`config.mk`:
```
export PLATFORM = sky130hd
export DESIGN_NAME = seq_chunk_adder
export DESIGN_NICKNAME = d
export VERILOG_FILES = /design/src/rtl/seq_chunk_adder.sv
export SDC_FILE = /design/constraint.sdc
export NUM_CORES = 1
export LEC_CHECK = 0
export BUFFER_PORTS_ARGS = -buffer_cell sky130_fd_sc_hd__buf_2
export CAP_MARGIN = 25
export CORE_MARGIN = 2
export CORE_UTILIZATION = 23
export CTS_CLUSTER_SIZE = 24
export DETAILED_ROUTE_END_ITERATION = 8
export PLACE_DENSITY = 0.42
export REMOVE_ABC_BUFFERS = 1
export SETUP_SLACK_MARGIN = 0.1
export SYNTH_ARGS = -nofsm -noshare
export SYNTH_HDL_FRONTEND = slang
export SYNTH_SLANG_ARGS = --single-unit
export TNS_END_PERCENT = 10
```
`constraint.sdc`:
```
create_clock -name clk -period 2.9 [get_ports clk]
set_input_delay 0.29 -clock clk [delete_from_list [all_inputs] [get_ports clk]]
set_output_delay 0.29 -clock clk [all_outputs]
set_load 0.01 [all_outputs]
```
`src/rtl/seq_chunk_adder.sv`:
```
// seq_chunk_adder
//   Multi-cycle adder/subtractor. Two WIDTH-bit operands are added CHUNK bits
//   per clock. A carry register passes the carry from one chunk to the next,
//   so the combinational carry chain is only CHUNK bits long.
//
// Ports
//   clk        rising-edge clock
//   rst        synchronous, active-high reset
//   start      request. It is sampled only while busy is low.
//   sub        0: a + b + cin, 1: a - b (two's complement)
//   a, b       operands. They are captured at the edge that accepts start.
//   cin        carry-in for add. It is ignored when sub is high.
//   sum        result. It is held from done until the next accepted start.
//   cout       carry out of the MSB. In sub mode, 1 means no borrow.
//   ovf        signed overflow (carry into MSB xor carry out of MSB)
//   busy       high during the N compute cycles
//   done       one-cycle pulse in the cycle after the last chunk is written
//   dbg_state  current FSM state (0 = IDLE, 1 = RUN)
//
// Handshake: start is accepted on any rising edge where start=1 and busy=0.
// The done cycle counts as busy=0, so a start in that cycle gives
// back-to-back operation. A start seen while busy=1 is dropped.
module seq_chunk_adder #(
  parameter int WIDTH = 16,
  parameter int CHUNK = 4
) (
  input  logic             clk,
  input  logic             rst,
  input  logic             start,
  input  logic             sub,
  input  logic [WIDTH-1:0] a,
  input  logic [WIDTH-1:0] b,
  input  logic             cin,
  output logic [WIDTH-1:0] sum,
  output logic             cout,
  output logic             ovf,
  output logic             busy,
  output logic             done,
  output logic             dbg_state
);

  localparam int N  = WIDTH / CHUNK;
  localparam int KW = (N > 1) ? $clog2(N) : 1;

  typedef enum logic {
    IDLE = 1'b0,
    RUN  = 1'b1
  } state_t;

  state_t           state;
  logic [WIDTH-1:0] a_r;
  logic [WIDTH-1:0] b_r;    // already inverted for subtract
  logic             carry;
  logic [KW-1:0]    k;

  int               lsb;
  logic [CHUNK-1:0] a_ch;
  logic [CHUNK-1:0] b_ch;
  logic [CHUNK-1:0] s_ch;
  logic             c_ch;
  logic             msb_cin;
  logic             last;

  // Datapath for the chunk selected by k.
  always_comb begin
    lsb          = 32'(k) * CHUNK;
    a_ch         = a_r[lsb +: CHUNK];
    b_ch         = b_r[lsb +: CHUNK];
    {c_ch, s_ch} = {1'b0, a_ch} + {1'b0, b_ch} + (CHUNK + 1)'(carry);
    // Recover the carry into the top bit of this chunk from the sum bit:
    // s = a ^ b ^ cin_bit. This works for any CHUNK, including 1.
    msb_cin      = a_ch[CHUNK-1] ^ b_ch[CHUNK-1] ^ s_ch[CHUNK-1];
    last         = (k == KW'(N - 1));
  end

  always_ff @(posedge clk) begin
    if (rst) begin
      state <= IDLE;
      a_r   <= '0;
      b_r   <= '0;
      carry <= 1'b0;
      k     <= '0;
      sum   <= '0;
      cout  <= 1'b0;
      ovf   <= 1'b0;
      busy  <= 1'b0;
      done  <= 1'b0;
    end else begin
      case (state)
        IDLE: begin
          done <= 1'b0;
          if (start) begin
            a_r   <= a;
            b_r   <= sub ? ~b : b;
            carry <= sub ? 1'b1 : cin;
            k     <= '0;
            busy  <= 1'b1;
            state <= RUN;
          end
        end
        RUN: begin
          sum[lsb +: CHUNK] <= s_ch;
          carry             <= c_ch;
          k                 <= k + 1'b1;
          if (last) begin
            cout  <= c_ch;
            ovf   <= c_ch ^ msb_cin;
            busy  <= 1'b0;
            done  <= 1'b1;
            k     <= '0;
            state <= IDLE;
          end
        end
        default: state <= IDLE;
      endcase
    end
  end

  assign dbg_state = (state == RUN);

endmodule

```
* Word-level counts from Yosys, hierarchy flattened
Cells that the tools add are included.
** Cells by class
- $add $sub $neg :: 4
- Equality and inequality tests :: 3
- Shift-type cells :: 4
- Muxes and demuxes :: 16
- Bitwise logic cells :: 5
- Reduce and logical (&&, ||, !) cells :: 3
** Operators with widths (count)
- negator 4 -> 33 bit :: 1
- variable shift 4 x 33 -> 16 bit (first input constant) :: 1
- indexed part select 4 x 33 -> 16 bit :: 1
- indexed part select 16 x 5 -> 4 bit :: 2
- bitwise mux 16 bit :: 1
- two-way mux 16 bit :: 1
- inverter 16 bit :: 1
- case mux 1 bit (2 select lines) :: 4
- two-way mux 1 bit :: 7
- AND reduction 2 bit :: 3
- adder 4 x 4 -> 5 bit :: 1
- adder 5 x 1 -> 5 bit :: 1
- two-way mux 2 bit :: 2
- case mux 2 bit (2 select lines) :: 1
- XOR 1 bit :: 3
- adder 2 x 1 -> 2 bit (second input constant) :: 1
- == test 2 bit (second input constant) :: 1
- != test 2 x 1 -> 1 bit (second input constant) :: 1
- != test 2 bit (second input constant) :: 1
- inverter 1 bit :: 1
** Word-level totals
- Register bits :: 56
- Input port bits :: 37
- Output and inout bits :: 21
- Logic and storage cells :: 45

* Logic depth before layout (Yosys ltp)
Gate-level depths: netlist of run 1.
- Depth after elaboration :: 5
- Depth in mapped cells :: 8
- Gate-level depth less buffers :: 7

* Worst setup path after synthesis of run 1
OpenSTA, ideal clock, no wires.
- Kind :: reg-to-reg
- From :: register k[0]
- To :: register ovf
- Arrival time :: 2.600 ns
- Required time :: 2.809 ns
- Path slack :: 0.209 ns
- Cell stages (with the launch flop) :: 9
- Cells stage by stage :: dfxtp_1 > buf_6 > mux4_1 > fa_1 > fa_1 > a21o_1 > a21oi_2 > xnor2_1 > a311oi_1
** On the way
- Longest elaborated chain between the ends :: 5
** RTL lines
- from (decl) :: RTL line 54 : logic [KW-1:0] k;
- from (signal assigned) :: RTL line 104 : k <= k + 1'b1;
- indexed part select 16 x 5 -> 4 bit (on tied branches) :: RTL line 67, 68
- adder 4 x 4 -> 5 bit :: RTL line 69 : {c_ch, s_ch} = {1'b0, a_ch} + {1'b0, b_ch} + (CHUNK + 1)'(carry);
- adder 5 x 1 -> 5 bit :: RTL line 69
- XOR 1 bit :: RTL line 72 : msb_cin = a_ch[CHUNK-1] ^ b_ch[CHUNK-1] ^ s_ch[CHUNK-1];
- XOR 1 bit :: RTL line 107 : ovf <= c_ch ^ msb_cin;
- to (signal assigned) :: RTL line 107
- to (decl) :: RTL line 36 : output logic ovf,
Several ways; a longest one is shown, not always the timed one.
A chain may end at the register's enable or synchronous reset.

* Worst setup path in the final report of run 1
Ends and elaborated chain as after synthesis.

==> flow_metrics.env, run 1 <==
export IMPL_ys_seq_area_frac=0.425
export IMPL_grt_max_degree=49
export IMPL_rsz0062_at_grt="no"
export IMPL_worst_hold_slack_ps=235
export IMPL_fin_nets=367
export IMPL_postCtsSetupBuffers=0
export IMPL_wire_per_inst_microns=13.2
export IMPL_via_count=2016
export IMPL_fin_area_sq_mm=0.00318
export IMPL_drive_gt1_frac=0.269
export IMPL_antenna_found_initial=0
export IMPL_crit_fanout=4
export IMPL_cts_made_buffers=5
export IMPL_numPortBuffers=57
export IMPL_drc_errors=0
export IMPL_area_delta_synth_final_pct=20.4
export IMPL_drtAntennaViolNets=0
export IMPL_viasPerCell=4.35
export IMPL_final_cells=463
export IMPL_grt_pass1_vias=1984
export IMPL_r2r_slack_ps=310
export IMPL_min_to="a_r[2]"
export IMPL_async_flop_share=0
export IMPL_design_core_area_sq_mm=0.0113
export IMPL_dieArea_sq_mm=0.0123
export IMPL_worstSetupPathType="reg2reg"
export IMPL_drtPass1Iterations=4
export IMPL_top_layer="met4"
export IMPL_cp_required_ps=3100
export IMPL_htreeDepth=2
export IMPL_insertion_delay_ps=290
export IMPL_r2r_end="ovf"
export IMPL_synthFlopType="dfxtp_1"
export IMPL_path_clk_slew_ps=70
export IMPL_hp_start="a[2]"
export IMPL_initial_utilization=0.233
export IMPL_routed_wl_mm=6.12
export IMPL_p_per_area_mw_per_mm2=539
export IMPL_skew_ps=7.24
export IMPL_finalPower_mw=1.71
export IMPL_globalRouteOverflowTotal=0
export IMPL_slew_headroom=0.538
export IMPL_track_usage=0.0986
export IMPL_status="finished clean"
export IMPL_postCtsHoldBufs=0
export IMPL_syn_inst=269
export IMPL_maxCapViolCount=0
export IMPL_wirelength_met1_mm=2.97
export IMPL_finalCritPeriodShare=0.892
export IMPL_rr_startpoint="k[0]"
export IMPL_wl_met3_microns=201
export IMPL_dr_first_iter_drc_count=43
export IMPL_end_kind="register"
export IMPL_grt_first_pass_wirelength_mm=9.99
export IMPL_cts_tree="built"
export IMPL_slew_violations=0
export IMPL_io_pins=58
export IMPL_final_min_clock_period_ps=2590
export IMPL_hp_class="in2reg"
export IMPL_gp_congestion=0.714
export IMPL_syn_area_per_cell_sq_um=9.80
export IMPL_dp_final_hpwl_mm=4.52
export IMPL_place_inst=455
export IMPL_peakVddDrop_mv=0.230
export IMPL_clock_sinks=56
export IMPL_syn_cell_area_sq_mm=0.00264
export IMPL_crit_path_start_kind="register"
export IMPL_p_leak_nw=1.30
export IMPL_cts_resized=0
export IMPL_synth_cell_types=35
export IMPL_hold_viol=0
export IMPL_synth_warnings=0
export IMPL_arrival_ps=2780
export IMPL_holdPathStages=3
export IMPL_finalSetupViolCount=0
export IMPL_die_w_microns=111
export IMPL_rows=39
export IMPL_num_antenna_cells=0
export IMPL_die_height_microns=111
export IMPL_rr_worst_depth=7
export IMPL_fill_cells=1261
export IMPL_max_freq_mhz=387
export IMPL_clockBufferDepth=2
export IMPL_route_met2_wl_mm=2.93
export IMPL_synth_seq_cells=56
export IMPL_root_buffer="clkbuf_16"
export IMPL_worstMarginPinSlew_ps=693
export IMPL_placed_area_sq_mm=0.00303
export IMPL_synth_edff_count=0
## power by group
| part | internal [mW] | switching (mW) | total (mW) |
|---|---|---|---|
| combinational | 0.119 | 0.155 | 0.274 |
| sequential | 0.812 | 0.0304 | 0.842 |
| clock | 0.323 | 0.271 | 0.594 |
## layout make-up
type / instances / area, sq um / area share
repair buffers: 63 / 330 / 0.104
well taps: 143 / 179 / 0.0563
flip-flops and latches: 56 / 1120 / 0.353
inverters: 6 / 27.5 / 0.00867
clock buffers: 7 / 133 / 0.0418
multi-input cells: 187 / 1380 / 0.433
clock inverters: 1 / 8.76 / 0.00276
## worst max path at each step
stage	from	to	slack (ps)	cells after the start
2_1_floorplan	k[0]	ovf	-0.6	7
3_3_place_gp	k[0]	ovf	290	7
3_5_place_dp	k[0]	ovf	260	7
4_1_cts	k[0]	ovf	230	7
5_1_grt	k[0]	ovf	170	7
6_report	k[0]	ovf	310	7
## state kept, by name (all words and copies together), names as in the netlist
signal,flops
busy,1
a_r,16
carry,1
b_r,16
cout,1
k,2
sum,16
dbg_state,1
ovf,1
done,1
## cell usage after synthesis (all sizes together), types with 2 or more instances
cell type	count	area [sq um]
xor2	2	25.0
dfxtp	56	1120
nand2	36	135
nand3b	4	30.0
a22oi	12	90.1
xnor2	17	149
a21o	2	15.0
and4b	2	20.0
fa	2	40.0
a311oi	2	17.5
nand2b	4	25.0
o31ai	4	50.1
nor2	34	128
ha	9	113
inv	6	27.5
mux4	8	195
a211oi	16	120
buf	13	87.6
a21oi	25	133
clkbuf	7	26.3
## kinds of logic (layout without fill, tap and decap cells)
group,Yosys count,after routing,share of synthesized area
and+or+nand+nor,86,86,0.156
AOI/OAI and AO/OA,63,63,0.167
DFF,56,56,0.425
buffers and inverters,26,77,0.0536
xor gates and xnor gates,19,19,0.0659
adders and majority gates,11,11,0.0579
muxes,8,8,0.0740
## metal layers
layer / global-route usage / vias up
li1: - / 1039
met1: 0.131 / 932
met2: 0.165 / 41
met3: 0.0257 / 4
met4: 0.0148 / 0
met5: 0 / -
## critical path: stages, from the launching register on
cell      delay (ps)
dfxtp_2          370
mux4_1           570
fa_1             420
fa_1             410
a21o_1           210
a21oi_2          190
xnor2_1           80
a311oi_1         240
## cells in the final DEF, fill, tap and decap left out, types with 4 or more instances in the layout
master     instances
a211oi_1          16
a21oi_1           23
a22oi_1           12
buf_2             57
buf_4              6
clkbuf_16          5
dfxtp_1           55
ha_1               9
inv_1              4
mux4_1             4
mux4_2             4
nand2_1           36
nand2b_1           4
nand3b_1           4
nor2_1            34
o31ai_2            4
xnor2_1           17
## per-stage QoR
stage / setup slack [ps] / utilization / setup TNS [ps]
detailed placement: 259 / 0.268 / 0
floorplan: -0.649 / - / -0.649
global placement: 292 / 0.268 / 0
finish: 314 / 0.281 / 0
CTS: 227 / 0.280 / 0
global route: 168 / 0.281 / 0
Power figures use the tool's default switching activity.
==> run 2, diff against run 1 <==
Settings changed: CORE_ASPECT_RATIO set to 1.5.
==> flow_metrics.env, run 2 (synthesized netlist as in run 1, its figures left out) <==
export IMPL_status="finished clean"
export IMPL_crit_top_cell="fa_1"
export IMPL_initial_utilization=0.237
export IMPL_clock_sinks=56
export IMPL_root_buffer="clkbuf_16"
export IMPL_postCtsSetupBuffers=0
export IMPL_placed_area_sq_mm=0.00305
export IMPL_crit_path_start_kind="register"
export IMPL_top_regs="a_r: 16 flops, b_r: 16 flops, sum: 16 flops"
export IMPL_cp_cell_sequence="mux4_1 -> fa_1 -> fa_1 -> a21o_1 -> a21oi_2 -> xnor2_1 -> a311oi_1"
export IMPL_peakVddDrop_mv=0.193
export IMPL_die_height_microns=135
export IMPL_maxCapViolCount=0
export IMPL_htreeDepth=2
export IMPL_worst_path_max_delay_cell="mux4_1"
export IMPL_max_freq_mhz=377
export IMPL_final_min_clock_period_ps=2660
export IMPL_arrival_ps=2860
export IMPL_insertion_delay_ps=290
export IMPL_drtPass1Iterations=4
export IMPL_rsz0062_at_grt="no"
export IMPL_cts_made_buffers=5
export IMPL_routed_wl_mm=6.18
export IMPL_drc_errors=0
export IMPL_p_leak_nw=1.30
export IMPL_critPathBufInv=0
export IMPL_globalRouteOverflowTotal=0
export IMPL_hp_class="in2reg"
export IMPL_skew_ps=2.11
export IMPL_path_clk_slew_ps=70
export IMPL_hold_viol=0
export IMPL_finalPower_mw=1.73
export IMPL_path_delay_family="adder cells"
export IMPL_mostFrequentLayoutCells="buf_2 (57), dfxtp_1 (55), nand2_1 (36)"
export IMPL_design_core_area_sq_mm=0.0111
export IMPL_dr_first_iter_drc_count=44
export IMPL_grt_first_pass_wirelength_mm=10.3
export IMPL_num_antenna_cells=0
export IMPL_clockBufferDepth=2
export IMPL_numPortBuffers=57
export IMPL_place_inst=460
export IMPL_postCtsHoldBufs=0
export IMPL_die_w_microns=91.4
export IMPL_drtAntennaViolNets=0
export IMPL_dieArea_sq_mm=0.0124
export IMPL_p_per_area_mw_per_mm2=540
export IMPL_wire_per_inst_microns=13.2
export IMPL_grt_max_degree=49
export IMPL_gp_congestion=0.753
export IMPL_finalSetupViolCount=0
export IMPL_final_common_cell="buf_2"
export IMPL_track_usage=0.105
export IMPL_worstSetupPathType="reg2reg"
export IMPL_rows=47
export IMPL_crit_fanout=5
export IMPL_slew_violations=0
export IMPL_slowest_delay_ps=600
export IMPL_end_kind="register"
export IMPL_worst_hold_slack_ps=227
export IMPL_fin_area_sq_mm=0.00320
export IMPL_setup_tns_ps=0
export IMPL_io_pins=58
export IMPL_drive_gt1_frac=0.277
export IMPL_fin_nets=368
export IMPL_final_cells=468
export IMPL_cp_required_ps=3110
export IMPL_cts_tree="built"
export IMPL_cts_resized=0
export IMPL_dp_final_hpwl_mm=4.66
export IMPL_r2r_slack_ps=240
export IMPL_finalCritPeriodShare=0.916
export IMPL_area_delta_synth_final_pct=21.3
export IMPL_antenna_found_initial=0
export IMPL_via_count=1999
export IMPL_slew_headroom=0.551
export IMPL_viasPerCell=4.27
export IMPL_grt_pass1_vias=2045
export IMPL_worstMarginPinSlew_ps=674
export IMPL_fill_cells=1218
[run 2: cell types whose count changed in the layout (fill, tap and decap cells not counted)]
cell	previous run	this run
nor2b_4	0	1
clkinvlp_4	0	2
buf_4	6	7
nor2b_2	1	0
clkbuf_1	2	0
[run 2: report_power, final]
part	switching (mW)	total [mW]	internal [mW]	leakage, nW
Sequential	0.0250	0.837	0.812	0.459
Combinational	0.159	0.282	0.123	0.778
Clock	0.289	0.611	0.322	0.0660
[run 2: final timing paths]
path         endpoint  cells past startpoint  startpoint
max               ovf                      7        k[0]
min           a_r[10]                      3       a[10]
max reg2reg       ovf                      7        k[0]
min reg2reg    a_r[9]                      2      a_r[9]
[run 2: final cells by class]
| cell class | count | area, sq um | area share |
|---|---|---|---|
| Multi-Input combinational cell | 187 | 1380 | 0.431 |
| Sequential cell | 56 | 1120 | 0.351 |
| Timing Repair Buffer | 64 | 338 | 0.106 |
| Tap cell | 147 | 184 | 0.0575 |
| Clock buffer | 5 | 125 | 0.0391 |
| Inverter | 6 | 27.5 | 0.00860 |
| Clock inverter | 3 | 23.8 | 0.00743 |
[run 2: tightest hold or removal path, stage by stage]
cell	delay [ps]
buf_2	90
nand2_1	50
a21oi_1	50
[run 2: routing by layer]
metal	track usage	part of all wire	vias up
li1	-	-	1040
met1	0.124	0.43	908
met2	0.185	0.51	44
met3	0.0262	0.050	7
met4	0.0354	0.014	0
met5	0	0	-
[run 2: per-stage QoR]
step                setup WS (ps)   util
floorplan                  -0.649      -
detailed placement            168  0.274
global route                 99.6  0.288
CTS                           142  0.288
finish                        244  0.288
global placement              200  0.274
